### src/rtl/bpm_adjust_if.sv
// bpm_adjust_if: connects the button debouncers, the tempo register and the beat generator.
//
// Signal protocol. This block has no valid/ready pair. Each button has a one-cycle
// x_pressed pulse, which arrives in the same cycle x_state rises, and an x_state level,
// which stays 1 while the button is held. On the output side, bpm always holds the
// current tempo. bpm_changed is a one-cycle strobe in the first cycle a new bpm value
// is visible. Consumers must not apply backpressure.
//
// Ports of the modports:
//   master : drives up_pressed, up_state, down_pressed, down_state;
//            observes bpm, bpm_changed, dbg_state
//   slave  : the tempo block, which consumes the button signals and drives the outputs
interface bpm_adjust_if #(
  parameter int BPM_W = 9
) ();
  logic             up_pressed;
  logic             up_state;
  logic             down_pressed;
  logic             down_state;
  logic [BPM_W-1:0] bpm;
  logic             bpm_changed;
  logic [2:0]       dbg_state;   // current FSM state, for observation only

  modport master (
    output up_pressed, up_state, down_pressed, down_state,
    input  bpm, bpm_changed, dbg_state
  );

  modport slave (
    input  up_pressed, up_state, down_pressed, down_state,
    output bpm, bpm_changed, dbg_state
  );
endinterface

### src/rtl/bpm_adjust.sv
// bpm_adjust: the metronome tempo register, driven by UP/DOWN buttons.
//
// A press steps the tempo once. Holding a button auto-repeats, first after
// HOLD_CYCLES and then every REPEAT_CYCLES. Pressing both buttons restores
// BPM_DEFAULT and locks out steps until both buttons are released.
//
// Ports:
//   clk   : system clock
//   rst_n : asynchronous active-low reset
//   bus   : bpm_adjust_if.slave, which carries the button inputs, bpm, bpm_changed
//           and dbg_state
module bpm_adjust #(
  parameter int BPM_W         = 9,
  parameter int BPM_MIN       = 30,
  parameter int BPM_MAX       = 300,
  parameter int BPM_DEFAULT   = 120,
  parameter int STEP          = 1,
  parameter int HOLD_CYCLES   = 6_000_000,
  parameter int REPEAT_CYCLES = 1_200_000
) (
  input  logic         clk,
  input  logic         rst_n,
  bpm_adjust_if.slave  bus
);

  localparam int CNT_MAX = (HOLD_CYCLES > REPEAT_CYCLES) ? HOLD_CYCLES : REPEAT_CYCLES;
  localparam int CNT_W   = (CNT_MAX > 1) ? $clog2(CNT_MAX) : 1;

  typedef logic [BPM_W:0]   ext_t;   // one extra bit so that step arithmetic cannot wrap
  typedef logic [CNT_W-1:0] cnt_t;

  localparam ext_t             MIN_X     = ext_t'(BPM_MIN);
  localparam ext_t             MAX_X     = ext_t'(BPM_MAX);
  localparam ext_t             STEP_X    = ext_t'(STEP);
  localparam logic [BPM_W-1:0] DEF_V     = BPM_W'(BPM_DEFAULT);
  localparam cnt_t             HOLD_LAST = cnt_t'(HOLD_CYCLES - 1);
  localparam cnt_t             RPT_LAST  = cnt_t'(REPEAT_CYCLES - 1);

  typedef enum logic [2:0] {
    IDLE    = 3'd0,
    HOLD_UP = 3'd1,
    RPT_UP  = 3'd2,
    HOLD_DN = 3'd3,
    RPT_DN  = 3'd4,
    LOCK    = 3'd5
  } state_t;

  state_t           state;
  cnt_t             cnt;
  logic [BPM_W-1:0] bpm_q;
  logic             chg_q;

  // Saturating step candidates, computed from the current registered tempo.
  ext_t             cur_x;
  ext_t             up_sum;
  logic [BPM_W-1:0] up_next;
  logic [BPM_W-1:0] dn_next;
  logic             both;

  assign cur_x   = {1'b0, bpm_q};
  assign up_sum  = cur_x + STEP_X;
  assign up_next = (up_sum > MAX_X) ? MAX_X[BPM_W-1:0] : up_sum[BPM_W-1:0];
  assign dn_next = (cur_x < MIN_X + STEP_X) ? MIN_X[BPM_W-1:0] : bpm_q - STEP_X[BPM_W-1:0];

  // Both buttons active, either by level or by a pulse that arrives this cycle.
  assign both = (bus.up_state | bus.up_pressed) & (bus.down_state | bus.down_pressed);

  always_ff @(posedge clk or negedge rst_n) begin
    if (!rst_n) begin
      state <= IDLE;
      cnt   <= '0;
      bpm_q <= DEF_V;
      chg_q <= 1'b0;
    end else begin
      chg_q <= 1'b0;
      if (both) begin
        bpm_q <= DEF_V;
        chg_q <= (bpm_q != DEF_V);
        state <= LOCK;
        cnt   <= '0;
      end else begin
        case (state)
          IDLE: begin
            if (bus.up_pressed) begin
              bpm_q <= up_next;
              chg_q <= (up_next != bpm_q);
              state <= HOLD_UP;
              cnt   <= '0;
            end else if (bus.down_pressed) begin
              bpm_q <= dn_next;
              chg_q <= (dn_next != bpm_q);
              state <= HOLD_DN;
              cnt   <= '0;
            end
          end
          HOLD_UP, RPT_UP: begin
            // Release takes priority over a step due in the same cycle.
            if (!bus.up_state) begin
              state <= IDLE;
              cnt   <= '0;
            end else if (cnt == ((state == HOLD_UP) ? HOLD_LAST : RPT_LAST)) begin
              bpm_q <= up_next;
              chg_q <= (up_next != bpm_q);
              state <= RPT_UP;
              cnt   <= '0;
            end else begin
              cnt <= cnt + cnt_t'(1);
            end
          end
          HOLD_DN, RPT_DN: begin
            if (!bus.down_state) begin
              state <= IDLE;
              cnt   <= '0;
            end else if (cnt == ((state == HOLD_DN) ? HOLD_LAST : RPT_LAST)) begin
              bpm_q <= dn_next;
              chg_q <= (dn_next != bpm_q);
              state <= RPT_DN;
              cnt   <= '0;
            end else begin
              cnt <= cnt + cnt_t'(1);
            end
          end
          LOCK: begin
            if (!bus.up_state && !bus.down_state) begin
              state <= IDLE;
              cnt   <= '0;
            end
          end
          default: begin
            state <= IDLE;
            cnt   <= '0;
          end
        endcase
      end
    end
  end

  assign bus.bpm         = bpm_q;
  assign bus.bpm_changed = chg_q;
  assign bus.dbg_state   = state;

endmodule

### src/flat_wrapper.sv
// flat-port wrapper written by rule: the top's interface ports become plain ports
module bpm_adjust_flat 
#(
  parameter int BPM_W         = 9,
  parameter int BPM_MIN       = 30,
  parameter int BPM_MAX       = 300,
  parameter int BPM_DEFAULT   = 120,
  parameter int STEP          = 1,
  parameter int HOLD_CYCLES   = 6_000_000,
  parameter int REPEAT_CYCLES = 1_200_000
)
  (clk, rst_n, bus_up_pressed, bus_up_state, bus_down_pressed, bus_down_state, bus_bpm, bus_bpm_changed, bus_dbg_state);
  bpm_adjust_if #(.BPM_W(BPM_W)) bus_i ();
  input  logic clk;
  input  logic rst_n;
  input wire logic [$bits(bus_i.up_pressed)-1:0] bus_up_pressed;
  input wire logic [$bits(bus_i.up_state)-1:0] bus_up_state;
  input wire logic [$bits(bus_i.down_pressed)-1:0] bus_down_pressed;
  input wire logic [$bits(bus_i.down_state)-1:0] bus_down_state;
  output wire logic [$bits(bus_i.bpm)-1:0] bus_bpm;
  output wire logic [$bits(bus_i.bpm_changed)-1:0] bus_bpm_changed;
  output wire logic [$bits(bus_i.dbg_state)-1:0] bus_dbg_state;
  assign bus_i.up_pressed = bus_up_pressed;
  assign bus_i.up_state = bus_up_state;
  assign bus_i.down_pressed = bus_down_pressed;
  assign bus_i.down_state = bus_down_state;
  assign bus_bpm = bus_i.bpm;
  assign bus_bpm_changed = bus_i.bpm_changed;
  assign bus_dbg_state = bus_i.dbg_state;
  bpm_adjust #(.BPM_W(BPM_W), .BPM_MIN(BPM_MIN), .BPM_MAX(BPM_MAX), .BPM_DEFAULT(BPM_DEFAULT), .STEP(STEP), .HOLD_CYCLES(HOLD_CYCLES), .REPEAT_CYCLES(REPEAT_CYCLES)) u_core (.clk(clk), .rst_n(rst_n), .bus(bus_i));
endmodule
### config.mk
export PLATFORM = sky130hd
export DESIGN_NAME = bpm_adjust_flat
export DESIGN_NICKNAME = d
export VERILOG_FILES = /design/src/rtl/bpm_adjust_if.sv /design/src/rtl/bpm_adjust.sv /design/src/flat_wrapper.sv
export SDC_FILE = /design/constraint.sdc
export NUM_CORES = 1
export LEC_CHECK = 0
export CAP_MARGIN = 20
export CORE_MARGIN = 4
export CORE_UTILIZATION = 54
export CTS_CLUSTER_SIZE = 8
export DETAILED_ROUTE_END_ITERATION = 8
export HOLD_SLACK_MARGIN = 0.15
export PLACE_DENSITY = 0.74
export SLEW_MARGIN = 20
export SYNTH_ARGS = -nofsm -noshare
export SYNTH_HDL_FRONTEND = slang
export SYNTH_SLANG_ARGS = --single-unit
### constraint.sdc
create_clock -name clk -period 3.2 [get_ports clk]
set_clock_uncertainty 0.15 [all_clocks]
set_input_delay 0.48 -clock clk [delete_from_list [all_inputs] [get_ports clk]]
set_output_delay 0.48 -clock clk [all_outputs]
set_load 0.05 [all_outputs]
==> flow_metrics.py <==
metrics = {
    "global_routing": {
        "track_usage_pct": 25.93,
        "grt_pass1_wl_mm": 13.28,
        "grt_pass1_vias": 2760,
        "antenna_found_initial": 0,
        "grt_max_degree": 37,
        "grt_overflow": 0,
    },
    "clocking": {
        "clock_latency_ns": 0.29,
        "h-tree-depth": 2,
        "clk_pin_slew_ns": 0.08,
        "cts_root_buffer": "clkbuf_8",
        "cts_resized": 0,
        "cts_max_path_buffers": 2,
        "cts-buffers-inserted": 5,
        "clkSinkCount": 36,
        "cts_setup_buffers": 0,
        "cts_tree": "done",
        "hold_buffers": 0,
    },
    "power_and_ir_drop": {
        "pwr-share-clk_pct": 16.4,
        "irDropWorstVdd_mv": 0.3977,
        "powerDensity_nw_per_um2": 771.1,
        "p_sw_mw": 1.226,
        "seqPwrFrac_pct": 27.8,
        "power_mw": 2.482,
        "switching_share_pct": 49.40,
        "intPower_mw": 1.256,
        "power_leakage_nw": 1.249,
        "p_comb_share_pct": 55.8,
    },
    "sta": {
        "period_needed_ns": 2.990,
        "fmax_mhz": 334.4,
        "tns_ns": 0,
        "fin_crit_sh_pct": 93.44,
        "rsz0062_at_grt": "false",
        "slew-limit-headroom_pct": 44.67,
        "worst_pin_slew_ns": 0.8300,
        "hold_violations": 0,
        "finalSetupViolCount": 0,
        "maxSlewViolCount": 0,
    },
    "die": {
        "ioPinCount": 19,
        "num_rows": 26,
        "die-area_um2": 6455,
        "start_util_pct": 55.70,
        "chipWidth_um": 80.35,
        "die_y_um": 80.35,
        "core_um2": 5075,
    },
    "worst_setup_path": {
        "cp_data_required_time_ns": 3.26,
        "cp_slowest_cell": "or4_1",
        "cp_top_family": "simple AND/OR/NAND/NOR gates",
        "cp.arrival_ns": 3.05,
        "critPathKind": "reg -> reg",
        "critPathCaptureType": "flop",
        "r2r-start": "u_core.cnt[13]$_DFFE_PN0P_",
        "start_kind": "flop",
        "crit_fanout": 12,
        "path_buf_inv": 0,
        "crit_path_cell_trace": "or4b_1 -> nor4_1 -> and3_1 -> a31o_4 -> o2111ai_2 -> or4_1 -> a21oi_1",
        "crit_start": "u_core.cnt[13]$_DFFE_PN0P_",
        "critPathMaxStageDelay_ns": 0.59,
    },
    "synthesis": {
        "synth.distinct_cells": 61,
        "syn_inst": 371,
        "synth_top_area_cell": "dfrtp_1",
        "synthFlopType": "dfrtp_1",
        "ys_seq_area_share_pct": 32.05,
        "syn_area_um2": 2826,
        "syn_nets": 382,
        "post_synth.cell_area_avg_um2": 7.618,
        "ys_warn_count": 0,
        "async_flop_share_pct": 100.0,
        "synth_top_area_share_pct": 28.33,
        "synth_edf_count": 0,
        "netlist_top_cells_count": "nand2_1 (54), nor2_1 (34), dfrtp_1 (32), o21ai_0 (29), a21oi_1 (23)",
        "ys_top_cells_by_area": "dfrtp_1 (28%), nand2_1 (7.2%), o21ai_0 (5.1%)",
        "synth.most_common_cell": "nand2_1",
        "ys_seq_elements": 36,
    },
    "route": {
        "wl_per_cell_um": 16.70,
        "drcViolationCount": 0,
        "vias": 2943,
        "drt-vias-per-instance": 6.426,
        "antenna_left": 0,
        "drtPass1Iterations": 5,
        "drtIter0Drc": 328,
        "drt-total-wl_mm": 7.647,
    },
    "layout": {
        "area_delta_synth_final_pct": 13.90,
        "fin_nets": 398,
        "drive_gt1_share_pct": 8.505,
        "antenna_cells": 0,
    },
    "placed_design": {
        "gp_congestion": 0.9500,
        "place_hpwl_mm": 5.354,
        "numPortBuffers": 18,
    },
    "run_status": {
        "status": "finished, final reports clean",
    },
    "flow_run": {
        "cap_viol_max_count": 0,
    },
    "worst_hold_path": {
        "hp-class": "in -> async",
    },
}
cells in the final DEF (no fill, tap or decap), drive strengths merged, types with 4 or more instances in the layout:
cell type,count
nor2,34
clkbuf,5
dfstp,4
a211oi,5
a21oi,23
inv,10
and3,8
a21o,6
dfrtp,32
o21ai,35
nor4,10
a31oi,11
nand2b,5
xor2,6
nor3,6
nand2,54
nand3,19
clkdlybuf4s50,17
buf,15
a32oi,4
ha,5
nand4,7
and4,5
power by group through the flow:
stage,clock (mW),sequential (mW),combinational (mW)
2_1_floorplan,0,0.804,0.853
6_report,0.407,0.690,1.39
3_3_place_gp,0,0.690,1.35
4_1_cts,0.417,0.685,1.37
3_5_place_dp,0,0.695,1.36
5_1_grt,0.440,0.711,1.51
logic make-up (layout without fill, tap and decap cells):
group | after synthesis | in the layout | synth area share [%]
AO/OA/AOI/OAI | 122 | 122 | 29.04
flip-flops | 36 | 36 | 32.05
XOR/XNOR | 9 | 9 | 2.789
buffers and inverters | 33 | 50 | 4.648
AND/OR/NAND/NOR | 165 | 165 | 28.91
adder cells (fa/ha/maj) | 6 | 6 | 2.568
path summary, 6_finish.rpt:
kind                                                  endpoint  slack (ns)  depth (start not counted)
max                              u_core.bus.bpm[8]$_DFFE_PN0P_        0.21                          7
min                              u_core.bus.bpm[0]$_DFFE_PN0P_        0.13                          1
max reg2reg                      u_core.bus.bpm[8]$_DFFE_PN0P_        0.21                          7
min reg2reg                          u_core.cnt[2]$_DFFE_PN0P_        0.36                          1
max in group asynchronous  u_core.bus.dbg_state[2]$_DFFE_PN0P_        2.24                          1
min in group clk                     u_core.cnt[2]$_DFFE_PN0P_        0.36                          1
metrics by stage:
stage / hold slack, ns / utilization, % / area [µm²] / instances / setup slack [ns]
after global placement: 0.3382 / 61.24 / 3108 / 450 / 0.2787
after detailed placement: 0.3401 / 61.24 / 3108 / 450 / 0.2866
final: 0.1302 / 63.44 / 3219 / 458 / 0.2100
after floorplan: 0.03441 / - / 2826 / 371 / 0.2056
after global routing: 0.1907 / 63.44 / 3219 / 458 / 0.08014
after CTS: 0.1730 / 63.44 / 3219 / 458 / 0.2628
cell type report:
class                      instances  area [µm²]
clock buffer                       5       68.82
clock inverter                     3       42.54
fill                             467        1856
inverter                          10       37.54
multi-input combinational        302        1797
sequential                        36       905.9
tap                               70       87.58
timing repair buffer              32       280.3
worst reg2reg max path: stages (launching register included):
cell and delay, ns:
dfrtp_1 0.44, or4b_1 0.52, nor4_1 0.22, and3_1 0.34
a31o_4 0.20, o2111ai_2 0.29, or4_1 0.59, a21oi_1 0.17
flip-flops by register name, summed over array words and instances, names as in the netlist:
register,cells
u_core.bus.bpm_changed,1
u_core.cnt,23
u_core.bus.bpm,9
u_core.bus.dbg_state,3
routing by layer:
layer  track usage [%]  share of wire (%)  vias to the layer above  wire [µm]
li1                  -                  -                     1428          -
met1             33.73                 42                     1357       3200
met2             42.55                 49                      134       3726
met3             4.260                6.6                       24        501
met4             10.64                2.9                        0        219
met5                 0                  0                        -          0
Power figures use the tool's default switching activity.
